[config.mk]
export PLATFORM = sky130hd
export DESIGN_NAME = multi_regs_read
export DESIGN_NICKNAME = d
export VERILOG_FILES = /design/src/rtl/multi_regs_read.sv
export SDC_FILE = /design/constraint.sdc
export NUM_CORES = 1
export LEC_CHECK = 0
export ABC_AREA = 1
export BUFFER_PORTS_ARGS = -buffer_cell sky130_fd_sc_hd__buf_2
export CORE_ASPECT_RATIO = 1.2
export CORE_MARGIN = 2
export CORE_UTILIZATION = 30
export CTS_BUF_LIST = sky130_fd_sc_hd__clkbuf_8
export DETAILED_ROUTE_END_ITERATION = 7
export GPL_ROUTABILITY_DRIVEN = 0
export GPL_TIMING_DRIVEN = 0
export PLACE_DENSITY = 0.63
export REMOVE_ABC_BUFFERS = 1
export SETUP_SLACK_MARGIN = 0.5
export SYNTH_ARGS = -nofsm -noshare
export SYNTH_HDL_FRONTEND = slang
export SYNTH_SLANG_ARGS = --single-unit
[constraint.sdc]
create_clock -name i_clk -period 9 [get_ports i_clk]
set_input_delay 0.45 -clock i_clk [delete_from_list [all_inputs] [get_ports i_clk]]
set_output_delay 0.45 -clock i_clk [all_outputs]
set_load 0.01 [all_outputs]
[src/rtl/multi_regs_read.sv]
// Drains a ring of single-line input registers into a line RAM, one buffer (bufid) per packet.
// A packet is dropped when no bufid is free (DISC_EN=1) and truncated past 2^LINE_SHIFT lines.
//
// state    | meaning
// IDLE     | waiting for the first line of a packet in reg[rp]
// WAIT_ACK | line presented to the RAM, waiting for i_wdata_ack
// NEXT     | waiting for the next line of the packet being stored
// DISC     | discarding the remaining lines of a packet
module multi_regs_read #(
  parameter int NUM_REGS   = 2,
  parameter int DATA_W     = 134,
  parameter int BUFID_W    = 9,
  parameter int LINE_SHIFT = 7,
  parameter int DISC_EN    = 1,
  localparam int ADDR_W    = BUFID_W + LINE_SHIFT
) (
  input  logic                         i_clk,
  input  logic                         i_rst,
  input  logic [NUM_REGS*DATA_W-1:0]   iv_data,
  input  logic [NUM_REGS-1:0]          iv_write_flag,
  input  logic                         i_bufid_empty,
  input  logic [BUFID_W-1:0]           iv_bufid,
  output logic                         o_bufid_ack,
  output logic [DATA_W-1:0]            ov_wdata,
  output logic                         o_data_wr,
  output logic [ADDR_W-1:0]            ov_data_waddr,
  input  logic                         i_wdata_ack,
  output logic [15:0]                  ov_disc_cnt,
  output logic [15:0]                  ov_ovf_cnt,
  output logic [1:0]                   ov_state
);

  localparam int RP_W  = $clog2(NUM_REGS);
  localparam int CNT_W = LINE_SHIFT + 1;
  localparam logic [RP_W-1:0]  RP_LAST   = RP_W'(NUM_REGS - 1);
  localparam logic [CNT_W-1:0] LINES_MAX = CNT_W'(2 ** LINE_SHIFT);
  localparam logic             DISC_ON   = (DISC_EN != 0);

  typedef enum logic [1:0] {
    IDLE     = 2'd0,
    WAIT_ACK = 2'd1,
    NEXT     = 2'd2,
    DISC     = 2'd3
  } state_t;

  state_t              state;
  logic [DATA_W-1:0]   regs [NUM_REGS];
  logic [NUM_REGS-1:0] full;
  logic [NUM_REGS-1:0] full_nxt;
  logic [NUM_REGS-1:0] rd_vec;
  logic [RP_W-1:0]     rp;
  logic [RP_W-1:0]     rp_inc;
  logic [CNT_W-1:0]    line_cnt;
  logic [DATA_W-1:0]   cur_line;
  logic                cur_last;
  logic                wr_last;
  logic                rd_en;

  for (genvar k = 0; k < NUM_REGS; k++) begin : g_regs
    assign regs[k] = iv_data[k*DATA_W +: DATA_W];
  end

  assign cur_line = regs[rp];
  // Tag bit [DATA_W-1] is set for tail (10) and single (11): last line of a packet.
  assign cur_last = cur_line[DATA_W-1];
  assign wr_last  = ov_wdata[DATA_W-1];
  assign rp_inc   = (rp == RP_LAST) ? '0 : rp + 1'b1;
  assign ov_state = state;

  always_comb begin
    rd_en = 1'b0;
    case (state)
      IDLE:       rd_en = full[rp] && (!i_bufid_empty || DISC_ON);
      NEXT, DISC: rd_en = full[rp];
      default:    rd_en = 1'b0;
    endcase
  end

  // A load and a read landing on the same register in one cycle cancel out.
  assign rd_vec   = rd_en ? (NUM_REGS'(1) << rp) : '0;
  assign full_nxt = (full & ~(rd_vec & ~iv_write_flag)) | (iv_write_flag & ~rd_vec);

  always_ff @(posedge i_clk or posedge i_rst) begin
    if (i_rst) begin
      state         <= IDLE;
      full          <= '0;
      rp            <= '0;
      line_cnt      <= '0;
      o_bufid_ack   <= 1'b0;
      ov_wdata      <= '0;
      o_data_wr     <= 1'b0;
      ov_data_waddr <= '0;
      ov_disc_cnt   <= '0;
      ov_ovf_cnt    <= '0;
    end else begin
      full        <= full_nxt;
      o_bufid_ack <= 1'b0;
      case (state)
        IDLE: begin
          if (full[rp]) begin
            if (!i_bufid_empty) begin
              ov_wdata      <= cur_line;
              o_data_wr     <= 1'b1;
              ov_data_waddr <= {iv_bufid, {LINE_SHIFT{1'b0}}};
              o_bufid_ack   <= 1'b1;
              line_cnt      <= CNT_W'(1);
              state         <= WAIT_ACK;
            end else if (DISC_ON) begin
              if (ov_disc_cnt != 16'hFFFF) ov_disc_cnt <= ov_disc_cnt + 16'd1;
              rp    <= rp_inc;
              state <= cur_last ? IDLE : DISC;
            end
          end
        end
        WAIT_ACK: begin
          if (i_wdata_ack) begin
            o_data_wr <= 1'b0;
            rp        <= rp_inc;
            state     <= wr_last ? IDLE : NEXT;
          end
        end
        NEXT: begin
          if (full[rp]) begin
            if (line_cnt < LINES_MAX) begin
              ov_wdata      <= cur_line;
              o_data_wr     <= 1'b1;
              ov_data_waddr <= ov_data_waddr + 1'b1;
              line_cnt      <= line_cnt + 1'b1;
              state         <= WAIT_ACK;
            end else begin
              if (ov_ovf_cnt != 16'hFFFF) ov_ovf_cnt <= ov_ovf_cnt + 16'd1;
              rp    <= rp_inc;
              state <= cur_last ? IDLE : DISC;
            end
          end
        end
        DISC: begin
          if (full[rp]) begin
            rp    <= rp_inc;
            state <= cur_last ? IDLE : DISC;
          end
        end
        default: state <= IDLE;
      endcase
    end
  end

endmodule

[Word-level counts from Yosys, hierarchy flattened]
Index checks and enable logic that the tools add are counted.
Operators by class
  add/subtract/negate cells: 5
  $mul: 0
  div/mod/pow operators: 0
  $lt $le $gt $ge: 3
  eq/ne operators: 13
  shifts and indexed selects: 1
  muxes and demuxes: 48
  bitwise gates (word level): 9
  reductions and logical operators: 10
Operator list (count)
  2-to-1 mux 134 bit: 7
  one-hot mux 134 bit (2 select lines): 1
  2-to-1 mux 16 bit: 4
  adder 16 x 1 -> 16 bit (second input constant): 3
  2-to-1 mux 8 bit: 4
  inequality test 16 bit (second input constant): 2
  one-hot mux 16 bit (2 select lines): 1
  2-to-1 mux 1 bit: 18
  2-to-1 mux 2 bit: 9
  inequality test 2 bit (second input constant): 8
  one-hot mux 8 bit (2 select lines): 1
  AND reduction 4 bit: 3
  AND reduction 6 bit: 2
  adder 8 x 1 -> 8 bit (second input constant): 1
  less-than comparator 8 bit (second input constant): 1
  one-hot mux 2 bit (4 select lines): 1
  AND 2 bit: 3
  inverter 2 bit: 3
  AND reduction 5 bit: 1
  == test 2 bit (second input constant): 2
  one-hot mux 1 bit (4 select lines): 1
  one-hot mux 1 bit (3 select lines): 1
  nonzero test 3 bit: 1
  OR reduction 3 bit: 1
  other kinds (10): 10
Storage, ports and cells
  bits in registers: 197
  bits in latches: 0
  memory bits (writable): 0
  bits in read-only memories: 0
  bits of input ports: 283
  output and inout port bits: 186
  logic and storage cells: 99
  memories kept: 0

[Logic depth before layout (Yosys ltp)]
Gate-level depths: netlist of run 1.
  word-level depth: 8
  depth in mapped cells: 11
  gate-level depth less buffers: 10

[Worst setup path before layout of run 1]
Ideal clock, no wire load.
  kind: register to register
  start point: register ov_disc_cnt[0]
  end point: register ov_disc_cnt[10]
  arrival time: 1583 ps
  setup slack: 7301 ps
  cell stages (with the launch flop): 12
  buffers on the path: 1
  path through: dfrtp_1 ha_1 inv_1 nor2_1 nand2_1 nor2_1 nand2_1 nand2_2 inv_2 buf_2 nand2_1 nand2_1
Between the ends
  cells in the longest elaborated chain, start to end: 2
  elaborated cells on any way between the ends: 3
  those cells by class: add/sub (1); eq/ne (1); reduce/logical (1)
RTL lines
  start: declaration: RTL line 28  | output logic [15:0] ov_disc_cnt,
  start signal: assignment: RTL line 109  | if (ov_disc_cnt != 16'hFFFF) ov_disc_cnt <= ov_disc_cnt + 16'd1;
  branches (longest 2 deep; another with adder 16 x 1 -> 16 bit)
Parallel ways; which one is timed is not known.
A chain may end at the register's enable or synchronous reset.

[Worst setup path in the final report of run 1]
  start point: register rp
  end point: register ov_wdata[127]
Between the ends
  cells in the longest elaborated chain, start to end: 7
  elaborated cells on any way between the ends: 14
  those cells by class: eq/ne (2); mux (10); bitwise (1); reduce/logical (1)
RTL lines
  start: declaration: RTL line 51  | logic [RP_W-1:0] rp;
  start signal: assignment: RTL line 110  | rp <= rp_inc;
  start signal: assignment: RTL line 118  | rp <= rp_inc;
  start signal: assignment: RTL line 132  | rp <= rp_inc;
  inverter 1 -> 2 bit (not written as such): RTL line 63  | assign cur_line = regs[rp];
  2-to-1 mux 134 bit (not written as such) (3 in a row): RTL line 63
  2-to-1 mux 134 bit (on tied branches): RTL line 124, 101
  2-to-1 mux 134 bit (on tied branches): RTL line 123, 100
  one-hot mux 134 bit (2 select lines): RTL line 98  | case (state)
  end signal: assignment: RTL line 102  | ov_wdata <= cur_line;
  end signal: assignment: RTL line 125  | ov_wdata <= cur_line;
  end: declaration: RTL line 24  | output logic [DATA_W-1:0] ov_wdata,
Parallel ways exist; a longest one is shown, timed or not. The select of a mux whose other input is x is not followed.

==> metrics.md, run 1 <==
| Metric | Value |
|---|---|
| Residual DRC count | 0 |
| Mean number of vias per cell | 4.746 |
| Setup tns final | 0 ns |
| Initial antenna violation count | 6 |
| Area share of xor/xnor cells in the synthesized design | 2.027% |
| Area growth from synthesis to final layout | 31.96% |
| Vias in the first global route | roughly 9,500 |
| Final critical-path required period | between 3 and 4 ns |
| FILL cells | 3,447 |
| First-pass GRT wire length | ~52 mm |
| Source-to-sink clock delay at the later pin of the worst-skew pair | 0.50 ns |
| Initial Utilization | 30.23% |
| Switching power as a share of total power | 44.97% |
| TritonCTS clock tree | done |
| Number of H-tree levels | 4 |
| Ports | 469 |
| Post-synthesis register bit count | 197 |
| Largest net degree at the start of global routing | approximately 100 |
| Count of input and output buffers | between 400 and 500 |
| Slack of the worst reg-to-reg path | 5.65 ns |
| Total number of clock tree sinks | a little under 200 |
| Data arrival at the endpoint of the critical path | 3.74 ns |
| Count of TritonRoute iterations in the first routing pass | 5 |
| Depth of the worst register-to-register path | 8 |
| Share of layout cells above drive strength 1 | 29.88% |
| Clock-pin slew on the worst setup and hold paths | 0.10 ns |
| Core Rows | 73 |
| Post-Layout Cell Count | ~2,100 |
| Nature of the critical path startpoint | register |
| Sw power | 1.899 mW |
| Portion of the post-synthesis area used by sequential elements | 49.60% |
| Actual transition at the worst max-transition pin | 0.8189 ns |
| Die area | 34,610 µm² |
| Setup repair after global routing missed its margin | false |
| Core Util, Final | around two fifths |
| Final max-slew violation count | 0 |
| Compound-cell area share of the yosys netlist | 12.35% |
| Final routed wire length divided by cell count | ~16 µm |
| Standby leakage power | between 6 and 7 nW |
| Result of the run | finished, final reports clean |
| Internal portion of total power | 2.324 mW |
| GRT Resource Usage Total | 19.55% |
| Worst slew slack as a fraction of its limit | 45.35% |
| Count of endpoints failing hold in the final timing report | 0 |
| Maximum clock skew at final layout | 0.01534 ns |
| Die Span X | roughly 170 µm |
| Post-Synthesis Cells | 1,291 |
| Logic gate share of total power | 47.9% |
| Number of hold buffers added after CTS | 0 |
| Number of maximum-capacitance violations | 0 |
| Highest Clock Rate | 298.4 MHz |
| Area used by sequential logic in the layout | 4933 µm² |
| Post-route antenna net violation count | 0 |
| Class of the tightest hold or removal check | in2async |
| Mux share of post-synthesis cell area | 0% |
| Post-synthesis simple-gate area fraction | 29.58% |
| Maximum buffer depth of the clock tree | 2 |
| Root buffer selected by CTS | sky130_fd_sc_hd__clkbuf_8 |
| # nets final | approximately 2,000 |
| Area post-placement | 12,650 µm² |
| Largest fanout on the critical path | between 80 and 90 |
| Routed wire length | ~35 mm |
| Sum of internal, switching and leakage power | 4.223 mW |
| Sequential group share of total power | 35.8% |
| PostCTS Resize Cnt | 0 |
| Critical path capture point type | register |
| Number of design-rule violations left by the first detailed-router iteration | around 700 |
| Adder-cell area share of the yosys netlist | less than 1% |
| CP Class | reg2reg |
| Layout Cell Area excl Fill | 13,120 µm² |
| Post-CTS Repair Setup Buffers | 0 |
| Clock share of power | between 10% and 20% |
| Distinct cell type count of the synthesized netlist | 29 |
| Endpoints failing setup | 0 |
| Dominant combinational cell family by area after synthesis | simple AND/OR/NAND/NOR gates |
| Die height | 203.4 µm |
| CORE AREA | 32,880 µm² |
| Power per cell area | 322.0 nW/µm² |
| Cell area after synthesis | 9940 µm² |
| Worst voltage drop across the vdd grid | between 100 and 150 µV |
| HPWL after DPL | around 26 mm |
| Post-route clock period utilization | 37.23% |
| Syn. warnings | 0 |
| R2r startpoint | rp |
| Total CTS buffers | 17 |
| Critical Path RT | 9.39 ns |
| Placed Cells | 2,108 |
| Total number of vias | 10,167 |
| Area used by multi-input combinational logic | 4427 µm² |
| Total congestion overflow after global routing | 0 |
| RR Endpoint | ov_wdata[127] |
| Mean post-synth cell area | 7.699 µm² |
-- state kept, by name, indices dropped and copies added, names as in the netlist --
name,flops
ov_wdata,134
ov_data_waddr,16
ov_disc_cnt,16
ov_ovf_cnt,16
line_cnt,8
full,2
ov_state,2
o_bufid_ack,1
o_data_wr,1
rp,1
-- final cells by class --
type	instances	area share, %
multi-input cells	958	33.75
flip-flops and latches	197	37.61
repair buffers	474	19.12
diodes	3	0.05724
clock buffers	19	1.994
inverters	67	2.013
clock inverters	12	1.526
well taps	412	3.930
-- cells in the mapped netlist (all sizes together) --
master | n | area share, %
ha | 4 | 0.50
o21ai | 38 | 2.0
nor2 | 338 | 13
nand3 | 42 | 2.1
clkbuf | 31 | 1.2
nand4 | 10 | 0.63
buf | 38 | 2.2
a21oi | 4 | 0.20
nand2 | 351 | 13
a21o | 1 | 0.076
o31ai | 133 | 10
clkinv | 1 | 0.038
or2 | 4 | 0.25
nor2b | 1 | 0.063
nand3b | 2 | 0.15
nor3 | 6 | 0.30
o21bai | 1 | 0.076
xnor2 | 17 | 1.5
xor2 | 6 | 0.53
dfrtp | 197 | 50
inv | 66 | 2.5
-- worst max-delay path by stage --
stage	depth (start not counted)	endpoint	from
floorplan	9	line_cnt[2]	rp
global placement	9	line_cnt[2]	rp
detailed placement	8	ov_wdata[127]	rp
CTS	8	ov_wdata[127]	rp
global route	8	ov_wdata[127]	rp
finish	8	ov_wdata[127]	rp
-- metal layers --
layer  share of wire [%]  GRT usage [%]  vias up  wire length, µm
met5               0.093              0        -               32
met4                 3.6          8.944        4             1237
met3                 8.9          6.482       60             3069
met2                  46          30.28      366            15990
met1                  41          24.70     4695            14220
li1                    -              -     5042                -
-- worst max-delay path: stages (launching register included) --
cell                      delay [ns]
sky130_fd_sc_hd__dfrtp_4        0.90
sky130_fd_sc_hd__inv_6          0.28
sky130_fd_sc_hd__nand2_1        0.19
sky130_fd_sc_hd__nand3_1        0.19
sky130_fd_sc_hd__nand2_4        0.61
sky130_fd_sc_hd__buf_16         0.35
sky130_fd_sc_hd__buf_16         0.33
sky130_fd_sc_hd__nand2_1        0.12
sky130_fd_sc_hd__o31ai_1        0.10
-- power groups by stage --
stage                     Clock (mW)  Combinational, mW  Sequential, mW
after floorplan                    0               1.09            1.69
after global placement             0               2.12            1.59
after detailed placement           0               2.05            1.53
after CTS                      0.716               2.05            1.51
after global routing           0.745               2.25            1.56
final                          0.687               2.02            1.51
-- layout by cell type, fill, tap and decap left out, drive strengths merged, types with 17 or more instances in the layout --
| cell type | netlist | layout |
|---|---|---|
| buf | 38 | 474 |
| nand2 | 351 | 351 |
| nor2 | 338 | 338 |
| dfrtp | 197 | 197 |
| o31ai | 133 | 133 |
| inv | 66 | 69 |
| nand3 | 42 | 42 |
| o21ai | 38 | 38 |
| clkbuf | 31 | 19 |
| xnor2 | 17 | 17 |
-- logic make-up after synthesis --
group | count (synthesis)
XOR/XNOR | 23
adder cells (fa/ha/maj) | 4
AO/OA/AOI/OAI | 177
buffers and inverters | 136
flip-flops | 197
AND/OR/NAND/NOR | 754
-- per-stage QoR --
stage	setup slack, ns	hold WS [ns]
6_report	5.649	0.04943
5_1_grt	5.381	0.07541
4_1_cts	5.615	0.04511
3_5_place_dp	5.649	0.4629
3_3_place_gp	-7.528	0.4597
2_1_floorplan	-1.388	0.4629
Power figures use the tool's default switching activity.
==> run 2, diff against run 1 <==
- ABC_AREA: 1 -> 0
- CORE_ASPECT_RATIO: 1.2 -> default
- clock period: 9 -> 3.4 ns (I/O delays scaled with it)
==> run 2 against run 1 <==
Via count down 5.6%. Global-route usage is 0.68 points higher. Combinational power grew to 2.8 times the previous value. Largest cell class unchanged. Die area fell by 5.3%. Worst setup slack worse by 4.9 ns. Power grew to 2.6 times the previous value. Sequential power grew to 2.6 times the previous value.
==> metrics.md, run 2 <==
| Metric | Value |
|---|---|
| # nets final | 1,886 |
| Worst voltage drop across the vdd grid | 372.2 µV |
| Depth of the worst register-to-register path | 6 |
| Post-route clock period utilization | 77.76% |
| Commonest non-fill, non-tap cells in the layout | sky130_fd_sc_hd__buf_2 (468), sky130_fd_sc_hd__dlygate4sd3_1 (234), sky130_fd_sc_hd__dfrtp_1 (195), sky130_fd_sc_hd__nand2_1 (160), sky130_fd_sc_hd__o21ai_0 (145) |
| Source-to-sink clock delay at the later pin of the worst-skew pair | 0.48 ns |
| End of the worst hold path | ov_wdata[130] |
| Cell-by-cell trace of the critical path | mux2_4 > or3_4 > buf_16 > buf_16 > or4_1 > a21oi_1 |
| Data arrival at the endpoint of the critical path | around 3.1 ns |
| Mean number of vias per cell | 4.779 |
| Synth async-reset ratio | 100.0% |
| Count of endpoints failing hold in the final timing report | 0 |
| Die Span X | 181.0 µm |
| TritonCTS clock tree | done |
| Syn. warnings | 0 |
| GRT Resource Usage Total | about 20% |
| Residual DRC count | 0 |
| CP Class | reg2reg |
| Die area | about 33,000 µm² |
| Sequential group share of total power | about a third |
| Logic gate share of total power | 50.2% |
| R2r startpoint | ov_state[1] |
| Total CTS buffers | 17 |
| Largest fanout on the critical path | 88 |
| CP top delay family | simple AND/OR/NAND/NOR gates |
| Final max-slew violation count | 0 |
| Sum of internal, switching and leakage power | 11.13 mW |
| Worst slew slack as a fraction of its limit | between 10% and 20% |
| Clock share of power | between 10% and 20% |
| Vias in the first global route | 9,597 |
| Share of layout cells above drive strength 1 | 32.63% |
| Standby leakage power | 7.692 nW |
| Highest cell delay on the worst timing path | ~0.54 ns |
| Maximum clock skew at final layout | about 0.010 ns |
| Number of H-tree levels | 4 |
| Core Rows | 64 |
| Switching power as a share of total power | 40.37% |
| Post-route antenna net violation count | 0 |
| Number of maximum-capacitance violations | 0 |
| Post-Synthesis Cells | roughly 920 |
| Total number of vias | 9,601 |
| Number of design-rule violations left by the first detailed-router iteration | 503 |
| Ports | 469 |
| Worst Setup SP | ov_state[1] |
| RR Endpoint | ov_data_waddr[5] |
| Max reg flops | ~130 |
| Cell depth of the worst hold path | 3 |
| Top-count cell post-synth | sky130_fd_sc_hd__dfrtp_1 |
| Initial Utilization | between 30 and 40% |
| Mean post-synth cell area | 10.20 µm² |
| Root buffer selected by CTS | sky130_fd_sc_hd__clkbuf_8 |
| Result of the run | finished, final reports clean |
| CP max stage cell | sky130_fd_sc_hd__dfrtp_2 |
| Routed wire length | between 30 and 40 mm |
| Highest Clock Rate | 378.3 MHz |
| Total number of clock tree sinks | 197 |
| Final critical-path required period | 2.644 ns |
| Maximum buffer depth of the clock tree | 2 |
| Count of input and output buffers | 468 |
| Sw power | 4.494 mW |
| Count of TritonRoute iterations in the first routing pass | 5 |
| Final routed wire length divided by cell count | ~17 µm |
| Post-synth top flop | sky130_fd_sc_hd__dfrtp_1 |
| Area share of the largest cell type after synthesis | 52.43% |
| Critical path capture point type | register |
| Total congestion overflow after global routing | 0 |
| Die height | 181.0 µm |
| Hold Startpoint | iv_data[130] |
| EDFF count, synth | 0 |
| Endpoints failing setup | 0 |
| Number of buffer and inverter instances along the worst setup path | 2 |
| Setup repair after global routing missed its margin | false |
| Area growth from synthesis to final layout | 60.03% |
| Cell type with the largest total area after synthesis | sky130_fd_sc_hd__dfrtp_1 |
| Internal portion of total power | 6.640 mW |
| Power per cell area | 739.9 nW/µm² |
| Largest net degree at the start of global routing | 106 |
| CORE AREA | 30,750 µm² |
| Class of the tightest hold or removal check | in2reg |
| Slack of the worst reg-to-reg path | 0.76 ns |
| First-pass GRT wire length | between 50 and 60 mm |
| Nature of the critical path startpoint | register |
| Register name with the most flops | ov_wdata |
| Distinct cell type count of the synthesized netlist | 52 |
| Post-synthesis register bit count | 197 |
| Cell area after synthesis | 9403 µm² |
| Cell mode on critical path | sky130_fd_sc_hd__buf_16 |
| Most frequent standard cell in the layout excluding fill and tap cells | sky130_fd_sc_hd__buf_2 |
| Ranking of synthesized cells by area | sky130_fd_sc_hd__dfrtp_1 (52%), sky130_fd_sc_hd__mux2i_1 (15%), sky130_fd_sc_hd__o21ai_0 (7.7%) |
| Commonest cells post-synth | sky130_fd_sc_hd__dfrtp_1 (197), sky130_fd_sc_hd__nand2_1 (160), sky130_fd_sc_hd__o21ai_0 (145), sky130_fd_sc_hd__mux2i_1 (139), sky130_fd_sc_hd__clkbuf_1 (48) |
| Portion of the post-synthesis area used by sequential elements | between 50% and 60% |
| Critical Path RT | 3.80 ns |
| Actual transition at the worst max-transition pin | 1.307 ns |
| Initial antenna violation count | 1 |
| HPWL after DPL | about 23 mm |
| Clock-pin slew on the worst setup and hold paths | 0.10 ns |
| Core Util, Final | 48.93% |
[run 2: cell types whose count changed in the layout (fill, tap and decap cells not counted), sizes merged, moves of 107 or more]
cell,before,now
o31ai,133,3
nor2,338,14
mux2i,0,139
o21ai,38,145
nand2,351,160
dlygate4sd3,0,234
[run 2: layout make-up]
| cell class | instances | area (µm²) |
|---|---|---|
| antenna | 1 | 2.502 |
| multi-input combinational | 661 | 4235 |
| clock inverter | 15 | 205.2 |
| clock buffer | 17 | 234.0 |
| inverter | 9 | 41.29 |
| timing repair buffer | 713 | 4898 |
| tap | 396 | 495.5 |
| sequential | 197 | 4935 |
| fill | 2794 | 15700 |
[run 2: cell families (layout without fill, tap and decap cells)]
logic type,after synthesis,count (layout),share of synthesized area (%)
buf+inv,66,754,2.821
flops,197,197,52.43
other cells,0,1,0
compound gates,200,200,11.71
fa+ha+maj,4,4,0.5323
xor+xnor,30,30,2.794
simple gates,280,282,14.16
mux,145,145,15.56
[run 2: how the worst max path moves through the flow]
stage / to / cells after the start
floorplan: line_cnt[5] / 4
global placement: ov_data_waddr[5] / 4
detailed placement: ov_data_waddr[12] / 6
CTS: line_cnt[5] / 6
global route: line_cnt[5] / 6
finish: ov_data_waddr[5] / 6
[run 2: tightest hold or removal path, delay by kind of cell]
| family | cells | cell delay [ns] |
|---|---|---|
| buffers and inverters | 1 | 0.07 |
| multiplexers | 1 | 0.07 |
| AO/OA/AOI/OAI | 1 | 0.17 |
[run 2: timing repair]
item / CTS / global route
buffers inserted: 1 / 3
pin swaps: 0 / 1
cloned: 0 / 2
gates resized for setup: 3 / 0
endpoints found under the hold margin: 220 / 0
hold buffers: 234 / 0
setup endpoints to repair: 88 / 3
[run 2: power groups by stage]
stage / registers [mW] / logic [mW] / clock network [mW]
after floorplan: 4.52 / 2.16 / 0
after global placement: 4.09 / 4.19 / 0
after detailed placement: 3.97 / 4.72 / 0
after CTS: 3.91 / 5.44 / 1.75
after global routing: 4.00 / 6.08 / 1.83
final: 3.87 / 5.59 / 1.68
[run 2: per-layer routing]
| layer | track usage (%) | routed length [µm] | vias to the layer above |
|---|---|---|---|
| met2 | 34.63 | 16790 | 341 |
| met3 | 3.890 | 1685 | 87 |
| met1 | 23.80 | 13820 | 4527 |
| met5 | 0 | 0 | - |
| met4 | 11.58 | 1876 | 0 |
| li1 | - | - | 4646 |
[run 2: per-stage QoR]
stage,std cells,TNS [ns],cell area (µm²),hold slack [ns],setup WS [ns]
finish,2009,0,15050,0.03710,0.7563
global route,2009,0,15050,0.01993,0.5781
CTS,2002,0,15000,0.00009825,0.5375
detailed placement,1735,0,12190,0.3132,0.1011
global placement,1729,-1932.38,12010,0.3621,-5.955
floorplan,865,-1098.48,9171,0.2623,-4.092
==> run 3, diff against run 2 <==
- PLACE_DENSITY: 0.63 -> 0.66
- clock period: 3.4 -> 2.2 ns (I/O delays scaled with it)
==> run 3 against run 2 <==
Final cell count is 8.0% higher. Clock skew is 0.0087 ns higher. Register-to-register slack worse by 0.57 ns. Sequential cell count stayed put. Core utilization is 12 points higher. Non-clock buffer count is 157 higher. Clock power is 40% higher. Via count is 20% higher. Die area stayed put. Largest power group unchanged. Highest routed layer is now met5.
==> metrics.md, run 3 (synthesized netlist as in run 2, its figures left out) <==
| Metric | Value |
|---|---|
| Sw power | between 10 and 15 mW |
| Maximum clock skew at final layout | around 0.019 ns |
| Worst-case hold slack | between 0.009 and 0.01 ns |
| Critical path capture point type | register |
| Total number of clock tree sinks | 197 |
| Area used by multi-input combinational logic | 5767 µm² |
| Number of H-tree levels | 4 |
| # nets final | 2,041 |
| Total congestion overflow after global routing | 0 |
| Max reg flops | 134 |
| Depth of the worst register-to-register path | 7 |
| FILL cells | about 2,300 |
| Maximum buffer depth of the clock tree | 2 |
| GRT Resource Usage Total | a little under a quarter |
| Final routed wire length divided by cell count | 22.64 µm |
| Total number of vias | 11,567 |
| Switching power as a share of total power | approximately 45% |
| Clock-pin slew on the worst setup and hold paths | 0.11 ns |
| Largest fanout on the critical path | 8 |
| Clock share of power | about 10% |
| Final max-slew violation count | 0 |
| Area post-placement | about 12,000 µm² |
| Setup repair after global routing missed its margin | true |
| Number of design-rule violations left by the first detailed-router iteration | around 710 |
| Die height | between 150 and 200 µm |
| Total CTS buffers | 17 |
| Routed wire length | 49.12 mm |
| Root buffer selected by CTS | sky130_fd_sc_hd__clkbuf_8 |
| Core Util, Final | approximately three fifths |
| Most frequent standard cell in the layout excluding fill and tap cells | sky130_fd_sc_hd__buf_2 |
| Core Rows | 64 |
| Initial Utilization | 30.58% |
| Highest Clock Rate | between 400 and 500 MHz |
| CP Class | reg2reg |
| Die area | roughly 33,000 µm² |
| Count of TritonRoute iterations in the first routing pass | 5 |
| Mean number of vias per cell | between 5 and 6 |
| Residual DRC count | 0 |
| Result of the run | finished, final reports clean |
| Post-route clock period utilization | 91.47% |
| First-pass GRT wire length | 60.71 mm |
| TritonCTS clock tree | done |
| Standby leakage power | 9.313 nW |
| Sum of internal, switching and leakage power | 23.26 mW |
| Final critical-path required period | 2.012 ns |
| Logic gate share of total power | 62.0% |
| Commonest non-fill, non-tap cells in the layout | sky130_fd_sc_hd__buf_2 (469), sky130_fd_sc_hd__dlygate4sd3_1 (279), sky130_fd_sc_hd__dfrtp_1 (188), sky130_fd_sc_hd__mux2i_1 (135), sky130_fd_sc_hd__o21ai_2 (99) |
| Source-to-sink clock delay at the later pin of the worst-skew pair | 0.49 ns |
| Area used by sequential logic in the layout | 4946 µm² |
| Area growth from synthesis to final layout | 99.41% |
| Register name with the most flops | ov_wdata |
| Slack of the critical path | 0.1877 ns |
| Vias in the first global route | 10,536 |
| RR Endpoint | line_cnt[6] |
| Worst voltage drop across the vdd grid | 645.2 µV |
| Ports | 469 |
| Post-Layout Cell Count | roughly 2,200 |
| Slack of the worst reg-to-reg path | 0.19 ns |
| Actual transition at the worst max-transition pin | roughly 0.77 ns |
| Largest net degree at the start of global routing | 100 |
| Die Span X | ~180 µm |
| Layout Cell Area excl Fill | approximately 19,000 µm² |
| Placed Cells | 1,735 |
| Worst slew slack as a fraction of its limit | 48.94% |
| Post-route antenna net violation count | 0 |
| Sequential group share of total power | 27.9% |
| Nature of the critical path startpoint | register |
| Pre-CTS setup slack | -0.8081 ns |
| R2r startpoint | rp |
| Count of endpoints failing hold in the final timing report | 0 |
| Hold Startpoint | iv_data[196] |
| Data arrival at the endpoint of the critical path | 2.37 ns |
| Number of maximum-capacitance violations | 0 |
| Internal portion of total power | around 13 mW |
| Class of the tightest hold or removal check | in2reg |
| Critical Path RT | around 2.6 ns |
| Count of input and output buffers | about 470 |
| Endpoints failing setup | 0 |
| Cell depth of the worst hold path | 3 |
| Power per cell area | 1241 nW/µm² |
| HPWL after DPL | 22.56 mm |
| Setup tns final | 0 ns |
| Share of layout cells above drive strength 1 | 51.67% |
| End of the worst hold path | ov_wdata[62] |
| Initial antenna violation count | 7 |
| CORE AREA | 30,750 µm² |
## run 3: area by class of cell
cell class | count | area share, %
Multi-Input combinational cell | 659 | 30.76
Sequential cell | 197 | 26.38
Timing Repair Buffer | 870 | 37.90
Antenna cell | 6 | 0.08007
Clock buffer | 18 | 1.321
Tap cell | 396 | 2.642
Inverter | 9 | 0.2803
Clock inverter | 14 | 0.6406
## run 3: worst max path at each step
| stage | cells after the start | from | slack [ns] | to |
|---|---|---|---|---|
| 6_report | 7 | rp | 0.19 | line_cnt[6] |
| 5_1_grt | 7 | rp | 0.1 | line_cnt[6] |
| 4_1_cts | 5 | rp | 0.25 | ov_disc_cnt[13] |
| 3_5_place_dp | 5 | rp | -0.81 | ov_wdata[131] |
| 3_3_place_gp | 4 | rp | -7.18 | line_cnt[5] |
| 2_1_floorplan | 4 | rp | -5.29 | line_cnt[5] |
## run 3: layer usage
layer  wire [µm]  part of all wire (%)  global-route usage [%]
met5           8                 0.016                       0
met4        3104                   6.3                   13.46
met1       18250                    37                   28.85
met2       23870                    49                   39.20
met3        3886                   7.9                   5.201
## run 3: what timing repair did
action / 4_1_cts / 5_1_grt
setup endpoints to repair: 194 / 190
pin swaps: 12 / 180
hold buffers: 273 / 6
gates resized for setup: 69 / 520
buffers inserted: 23 / 48
cloned: 12 / 34
endpoints found under the hold margin: 241 / 4
## run 3: worst max-delay path, cell delays in order, from the launching register on
cell                      delay [ns]
sky130_fd_sc_hd__dfrtp_4        0.51
sky130_fd_sc_hd__mux2i_4        0.20
sky130_fd_sc_hd__or3_4          0.43
sky130_fd_sc_hd__buf_16         0.18
sky130_fd_sc_hd__buf_16         0.16
sky130_fd_sc_hd__buf_4          0.14
sky130_fd_sc_hd__o21ai_1        0.16
sky130_fd_sc_hd__o21ai_1        0.11
## run 3: power by group through the flow
stage | logic (mW) | clock network [mW] | registers [mW]
final | 14.4 | 2.35 | 6.50
after global routing | 15.1 | 2.53 | 6.64
after CTS | 9.27 | 2.39 | 5.95
after detailed placement | 7.27 | 0 | 6.13
after global placement | 5.99 | 0 | 6.19
after floorplan | 2.86 | 0 | 6.83
